[src/rtl/rx_phyretrain_resolver.sv]
// RX-side PHYRETRAIN responder: waits for the partner start request, resolves the retrain target,
// answers over the shared sideband wrapper. Define PHYRETRAIN_RX_TIMEOUT_EN to enable the handshake timeout.
module rx_phyretrain_resolver #(
  parameter int SB_MSG_WIDTH   = 4,
  parameter int ENC_W          = 3,
  parameter int RES_W          = $clog2(ENC_W+1),
  parameter int REQ_CODE       = 1,
  parameter int RESP_CODE      = 2,
  parameter int TIMEOUT_CYCLES = 8000
) (
  input  logic                    i_clk,
  input  logic                    i_rst,
  input  logic                    i_phyretrain_en,
  input  logic                    i_clear_resolved_state,
  input  logic                    i_falling_edge_busy,
  input  logic                    i_tx_valid,
  input  logic                    i_SB_Busy,
  input  logic                    i_rx_msg_valid,
  input  logic [SB_MSG_WIDTH-1:0] i_decoded_SB_msg,
  input  logic [ENC_W-1:0]        i_local_retrain_encoding,
  input  logic [ENC_W-1:0]        i_retrain_encoding_partner,
  output logic [SB_MSG_WIDTH-1:0] o_encoded_SB_msg_rx,
  output logic                    o_valid_rx,
  output logic                    o_phyretrain_end_rx,
  output logic [RES_W-1:0]        o_resolved_state,
  output logic                    o_encoding_err,
  output logic                    o_timeout
);

  typedef enum logic [2:0] {S_IDLE, S_WAIT_REQ, S_SEND_RESP, S_DONE, S_TIMEOUT} state_t;

  state_t                  state, state_nxt;
  logic [SB_MSG_WIDTH-1:0] msg_q, msg_nxt;
  logic                    valid_q, valid_nxt, valid_hist;
  logic                    sent_q, sent_nxt;
  logic                    end_q, end_nxt;
  logic [RES_W-1:0]        res_q, res_nxt;
  logic                    err_q, err_nxt;
  logic                    to_q, to_nxt;
  logic                    req_hit, timeout_hit;
  logic [ENC_W-1:0]        enc_or;

  // Highest set bit wins; result is 1-based so 0 stays free for IDLE.
  function automatic logic [RES_W-1:0] prio_idx(input logic [ENC_W-1:0] v);
    prio_idx = '0;
    for (int k = 0; k < ENC_W; k++)
      if (v[k]) prio_idx = RES_W'(k + 1);
  endfunction

  assign req_hit = i_rx_msg_valid && (i_decoded_SB_msg == SB_MSG_WIDTH'(REQ_CODE));
  assign enc_or  = i_local_retrain_encoding | i_retrain_encoding_partner;

`ifdef PHYRETRAIN_RX_TIMEOUT_EN
  localparam int CNT_W = (TIMEOUT_CYCLES > 1) ? $clog2(TIMEOUT_CYCLES) : 1;
  logic [CNT_W-1:0] cnt;

  always_ff @(posedge i_clk or posedge i_rst) begin
    if (i_rst)                                          cnt <= '0;
    else if (!i_phyretrain_en || state == S_IDLE)       cnt <= '0;
    else if (state == S_WAIT_REQ || state == S_SEND_RESP) cnt <= cnt + 1'b1;
  end

  assign timeout_hit = (cnt == CNT_W'(TIMEOUT_CYCLES - 1));
`else
  assign timeout_hit = 1'b0;
`endif

  always_comb begin
    state_nxt = state;
    msg_nxt   = msg_q;
    valid_nxt = valid_q;
    sent_nxt  = sent_q;
    end_nxt   = end_q;
    res_nxt   = res_q;
    err_nxt   = err_q;
    to_nxt    = to_q;
    if (!i_phyretrain_en) begin
      state_nxt = S_IDLE;
      msg_nxt   = '0;
      valid_nxt = 1'b0;
      sent_nxt  = 1'b0;
      end_nxt   = 1'b0;
      err_nxt   = 1'b0;
      to_nxt    = 1'b0;
    end else begin
      case (state)
        S_IDLE: begin
          state_nxt = S_WAIT_REQ;
          msg_nxt   = '0;
          valid_nxt = 1'b0;
          sent_nxt  = 1'b0;
          end_nxt   = 1'b0;
          err_nxt   = 1'b0;
          to_nxt    = 1'b0;
        end
        S_WAIT_REQ: begin
          if (timeout_hit) begin
            state_nxt = S_TIMEOUT;
            valid_nxt = 1'b0;
            to_nxt    = 1'b1;
          end else if (req_hit) begin
            state_nxt = S_SEND_RESP;
            msg_nxt   = SB_MSG_WIDTH'(RESP_CODE);
            if ($onehot(i_local_retrain_encoding) && $onehot(i_retrain_encoding_partner)) begin
              res_nxt = prio_idx(enc_or);
              err_nxt = 1'b0;
            end else begin
              res_nxt = '0;
              err_nxt = 1'b1;
            end
          end
        end
        S_SEND_RESP: begin
          if (timeout_hit) begin
            state_nxt = S_TIMEOUT;
            valid_nxt = 1'b0;
            to_nxt    = 1'b1;
          end else begin
            // Consumption by the sideband wins over a fresh launch in the same cycle.
            if (i_falling_edge_busy)
              valid_nxt = 1'b0;
            else if (!i_SB_Busy && !i_tx_valid && !sent_q) begin
              valid_nxt = 1'b1;
              sent_nxt  = 1'b1;
            end
            if (valid_hist && !valid_q)
              state_nxt = S_DONE;
          end
        end
        S_DONE:    end_nxt = 1'b1;
        S_TIMEOUT: ;
        default:   state_nxt = S_IDLE;
      endcase
    end
    if (i_clear_resolved_state)
      res_nxt = '0;
  end

  always_ff @(posedge i_clk or posedge i_rst) begin
    if (i_rst) begin
      state      <= S_IDLE;
      msg_q      <= '0;
      valid_q    <= 1'b0;
      valid_hist <= 1'b0;
      sent_q     <= 1'b0;
      end_q      <= 1'b0;
      res_q      <= '0;
      err_q      <= 1'b0;
      to_q       <= 1'b0;
    end else begin
      state      <= state_nxt;
      msg_q      <= msg_nxt;
      valid_q    <= valid_nxt;
      valid_hist <= valid_q;
      sent_q     <= sent_nxt;
      end_q      <= end_nxt;
      res_q      <= res_nxt;
      err_q      <= err_nxt;
      to_q       <= to_nxt;
    end
  end

  assign o_encoded_SB_msg_rx = msg_q;
  assign o_valid_rx          = valid_q;
  assign o_phyretrain_end_rx = end_q;
  assign o_resolved_state    = res_q;
  assign o_encoding_err      = err_q;
`ifdef PHYRETRAIN_RX_TIMEOUT_EN
  assign o_timeout           = to_q;
`else
  assign o_timeout           = 1'b0;
`endif

endmodule

[config.mk]
export PLATFORM = sky130hd
export DESIGN_NAME = rx_phyretrain_resolver
export DESIGN_NICKNAME = d
export VERILOG_FILES = /design/src/rtl/rx_phyretrain_resolver.sv
export SDC_FILE = /design/constraint.sdc
export NUM_CORES = 1
export LEC_CHECK = 0
export BUFFER_PORTS_ARGS = -buffer_cell sky130_fd_sc_hd__buf_4
export CAP_MARGIN = 20
export CORE_MARGIN = 1.5
export CORE_UTILIZATION = 30
export DETAILED_ROUTE_END_ITERATION = 8
export GPL_ROUTABILITY_DRIVEN = 0
export SLEW_MARGIN = 15
export SYNTH_ARGS = -nofsm -noshare
export SYNTH_HDL_FRONTEND = slang
export SYNTH_SLANG_ARGS = --single-unit
[constraint.sdc]
create_clock -name i_clk -period 1.35 [get_ports i_clk]
set_input_delay 0.2025 -clock i_clk [delete_from_list [all_inputs] [get_ports i_clk]]
set_output_delay 0.2025 -clock i_clk [all_outputs]
set_load 0.05 [all_outputs]
==> run summary <==
fraction of layout instances using a drive strength above 1: 54.5%
maximum number of pins on one net before global-route repair: 12
Worst Setup Path Type: input pin to flip-flop
reg-to-reg critical path endpoint: o_valid_rx
clock insertion delay at the later pin of the skew report: 0.28 ns
fin util: 50.3%
end of the critical path: o_resolved_state[0]
remaining global-route overflow: 0
sequential fraction of the synthesis area: 36.6%
final routed wirelength across all metal layers: 1.54 mm
status: finished with violations
final net count: 135
average wire per cell in the routed design: 11.1 um
type of the most critical hold path: input pin to flip-flop
final worst path period share: 112%
gate count of the mapped netlist: 71
via count: 616
Initial DRT Pass Iterations: 4
start of the worst register-to-register path: state[0]
deepest level of the CTS H-tree: 1
kind of end point of the critical path: flip-flop
dpl hpwl: 1.18 mm
# clock sinks: 10
initial cell density of the core: 31.2%
count of antenna-violating nets left after detailed routing: 0
# DRC: 0
internal power: 0.000961 W
Final Hold Violating Endpoints: 0
DRT iter0 DRCs: 4
# diodes: 0
switching power as a share of total power: 37.6%
vertical die dimension: 50.8 um
horizontal die dimension: 50.8 um
final count of negative-setup-slack endpoints: 4
hold_sp: i_clear_resolved_state
area added between synthesis and finish: 60.9%
number of pins exceeding their max-slew limit in the final report: 0
first-pass GRT wire length: 2.78 mm
setup repair after global routing missed its margin: true
violated checks: setup timing
Clock Pin Slew Worst Setup and Hold Paths: 0.07 ns
count of standard-cell rows: 17
critical path startpoint: i_retrain_encoding_partner[0]
Warnings, synthesis: 0
maximum resistive drop on vdd: 944 uV
number of top-level pins: 28
count of unique library cells instantiated by Yosys: 26
sequential share of power: 24.7%
clk root buf: sky130_fd_sc_hd__clkbuf_4
WP data arrival: 1.73 ns
GRT Resource Usage Total: 14.7%
count of buffers inserted at the top-level ports: 23
LEAKAGE: 0.534 nW
combinational fraction of design power: 57.3%
switching power: 0.000580 W
clock tree from TritonCTS: built
Final Power: 0.00154 W
Post-Place Setup Slack: -0.515 ns
Critical Path Start Type: input pin
average footprint of a synthesized cell: 9.64 um2
CTS Buffer Depth: 2
Worst R2R Path Depth: 6
shortest clock period the worst path allows after layout: 1.51 ns
Max Clock Freq: 0.660 GHz
Sum Neg Setup Slack: -0.409 ns
Die Outline Area: 0.00258 mm2
cell area after synthesis: 684 um2
drt via density: 4.46
power density normalized to cell area: 1400 mW/mm2
Max Clock Skew: 0.00970 ns
count of filler cells inserted in the layout: 211
Data required, critical path: 1.56 ns
largest driver fanout on the critical path: 3
area inside the core boundary: 0.00219 mm2
reported max-cap violation count: 0
#FFs+latches synth: 10
antenna violations before repair: 0
r2r setup slk: -0.02 ns
Num CTS Buffers: 3
clock network fraction of design power: 17.9%
post-layout worst setup margin: -0.165 ns
vias in the first global route: 647
==> placed cells by master (no fill, tap or decap), drive strengths merged <==
| master | n |
|---|---|
| ha | 4 |
| a221oi | 1 |
| nor2 | 7 |
| fa | 2 |
| a21boi | 1 |
| inv | 11 |
| nand2b | 1 |
| dlygate4sd3 | 1 |
| o22ai | 1 |
| nor2b | 1 |
| nor4b | 1 |
| a211o | 1 |
| a21oi | 5 |
| dfrtp | 10 |
| clkbuf | 4 |
| mux2i | 3 |
| a2111oi | 1 |
| nand4 | 1 |
| or4bb | 1 |
| buf | 36 |
| nand2 | 6 |
| conb | 4 |
| nand3 | 2 |
| a211oi | 1 |
| o21ai | 4 |
==> cell type report <==
cell class / count / area (um2) / area share (%)
Inverter: 11 / 51.3 / 4.66
Timing Repair Buffer: 37 / 295 / 26.8
Sequential cell: 10 / 250 / 22.7
Clock buffer: 4 / 36.3 / 3.30
Tap cell: 28 / 35.0 / 3.18
Multi-Input combinational cell: 48 / 433 / 39.3
==> cell usage after synthesis, drive strengths merged <==
cell / instances / area [um2]
or4bb: 1 / 11.3
a21oi: 5 / 28.8
nor2b: 1 / 6.26
dfrtp: 10 / 250
o21ai: 4 / 20.0
nand2: 6 / 25.0
nand3: 2 / 10.0
a211oi: 1 / 7.51
nor4b: 1 / 23.8
a221oi: 1 / 26.3
buf: 4 / 30.0
a21boi: 1 / 7.51
o22ai: 1 / 6.26
fa: 2 / 40.0
a211o: 1 / 8.76
mux2i: 3 / 30.0
inv: 11 / 41.3
ha: 4 / 50.1
nand2b: 1 / 6.26
a2111oi: 1 / 15.0
nand4: 1 / 6.26
clkbuf: 1 / 3.75
conb: 1 / 3.75
nor2: 7 / 26.3
==> power by group through the flow <==
stage | Sequential, W | Combinational (W) | Clock [W]
floorplan | 0.000413 | 0.000431 | 0
global placement | 0.000379 | 0.000691 | 0
detailed placement | 0.000381 | 0.000710 | 0
CTS | 0.000377 | 0.000865 | 0.000288
global route | 0.000387 | 0.000973 | 0.000307
finish | 0.000381 | 0.000884 | 0.000277
==> worst min path at each step <==
stage,to,slack (ns),depth (start not counted)
2_1_floorplan,o_encoded_SB_msg_rx[1],0.04,1
6_report,o_resolved_state[0],0.07,2
4_1_cts,o_resolved_state[0],0.07,2
3_5_place_dp,o_encoding_err,0.22,2
5_1_grt,o_resolved_state[0],0.07,2
3_3_place_gp,o_encoded_SB_msg_rx[1],0.21,2
==> state kept, by name (all words and copies together), names as in the netlist <==
signal	flops
o_encoded_SB_msg_rx	1
o_valid_rx	1
valid_hist	1
state	2
sent_q	1
o_encoding_err	1
o_phyretrain_end_rx	1
o_resolved_state	2
==> metal layers <==
metal  vias up  global-route usage [%]  share of wire, %
met2        17                    25.2                53
met4         0                    4.95              0.91
met3         3                    5.06               4.0
met1       289                    17.1                42
met5         -                       0                 0
li1        307                       -                 -
==> timing repair <==
item	4_1_cts	5_1_grt
hold buffers	1	0
buffers inserted	4	1
pin swaps	5	4
resized for setup	14	5
setup endpoints to repair	7	7
hold endpoints to repair	10	0
==> worst max-delay path, stage by stage <==
cell and delay (ns):
sky130_fd_sc_hd__buf_8 0.08, sky130_fd_sc_hd__inv_4 0.03, sky130_fd_sc_hd__fa_1 0.48, sky130_fd_sc_hd__or4bb_4 0.57
sky130_fd_sc_hd__a211o_1 0.25, sky130_fd_sc_hd__a21oi_2 0.12
==> per-stage QoR <==
step	hold WS (ns)	cells	instance area (um2)
5_1_grt	0.0653	138	1100
3_3_place_gp	0.212	128	952
3_5_place_dp	0.216	128	952
2_1_floorplan	0.0427	74	718
4_1_cts	0.0667	137	1080
6_report	0.0734	138	1100
==> kinds of logic (layout without fill, tap and decap cells) <==
kind of cell | Yosys count | after routing | synth area share (%)
flip-flops | 10 | 10 | 36.6
AO/OA/AOI/OAI | 15 | 15 | 17.6
multiplexers | 3 | 3 | 4.39
buffers and inverters | 16 | 52 | 11.0
AND/OR/NAND/NOR | 20 | 20 | 16.8
other | 1 | 4 | 0.548
adder cells (fa/ha/maj) | 6 | 6 | 13.2
No activity file was read; power rests on OpenSTA's default activity.
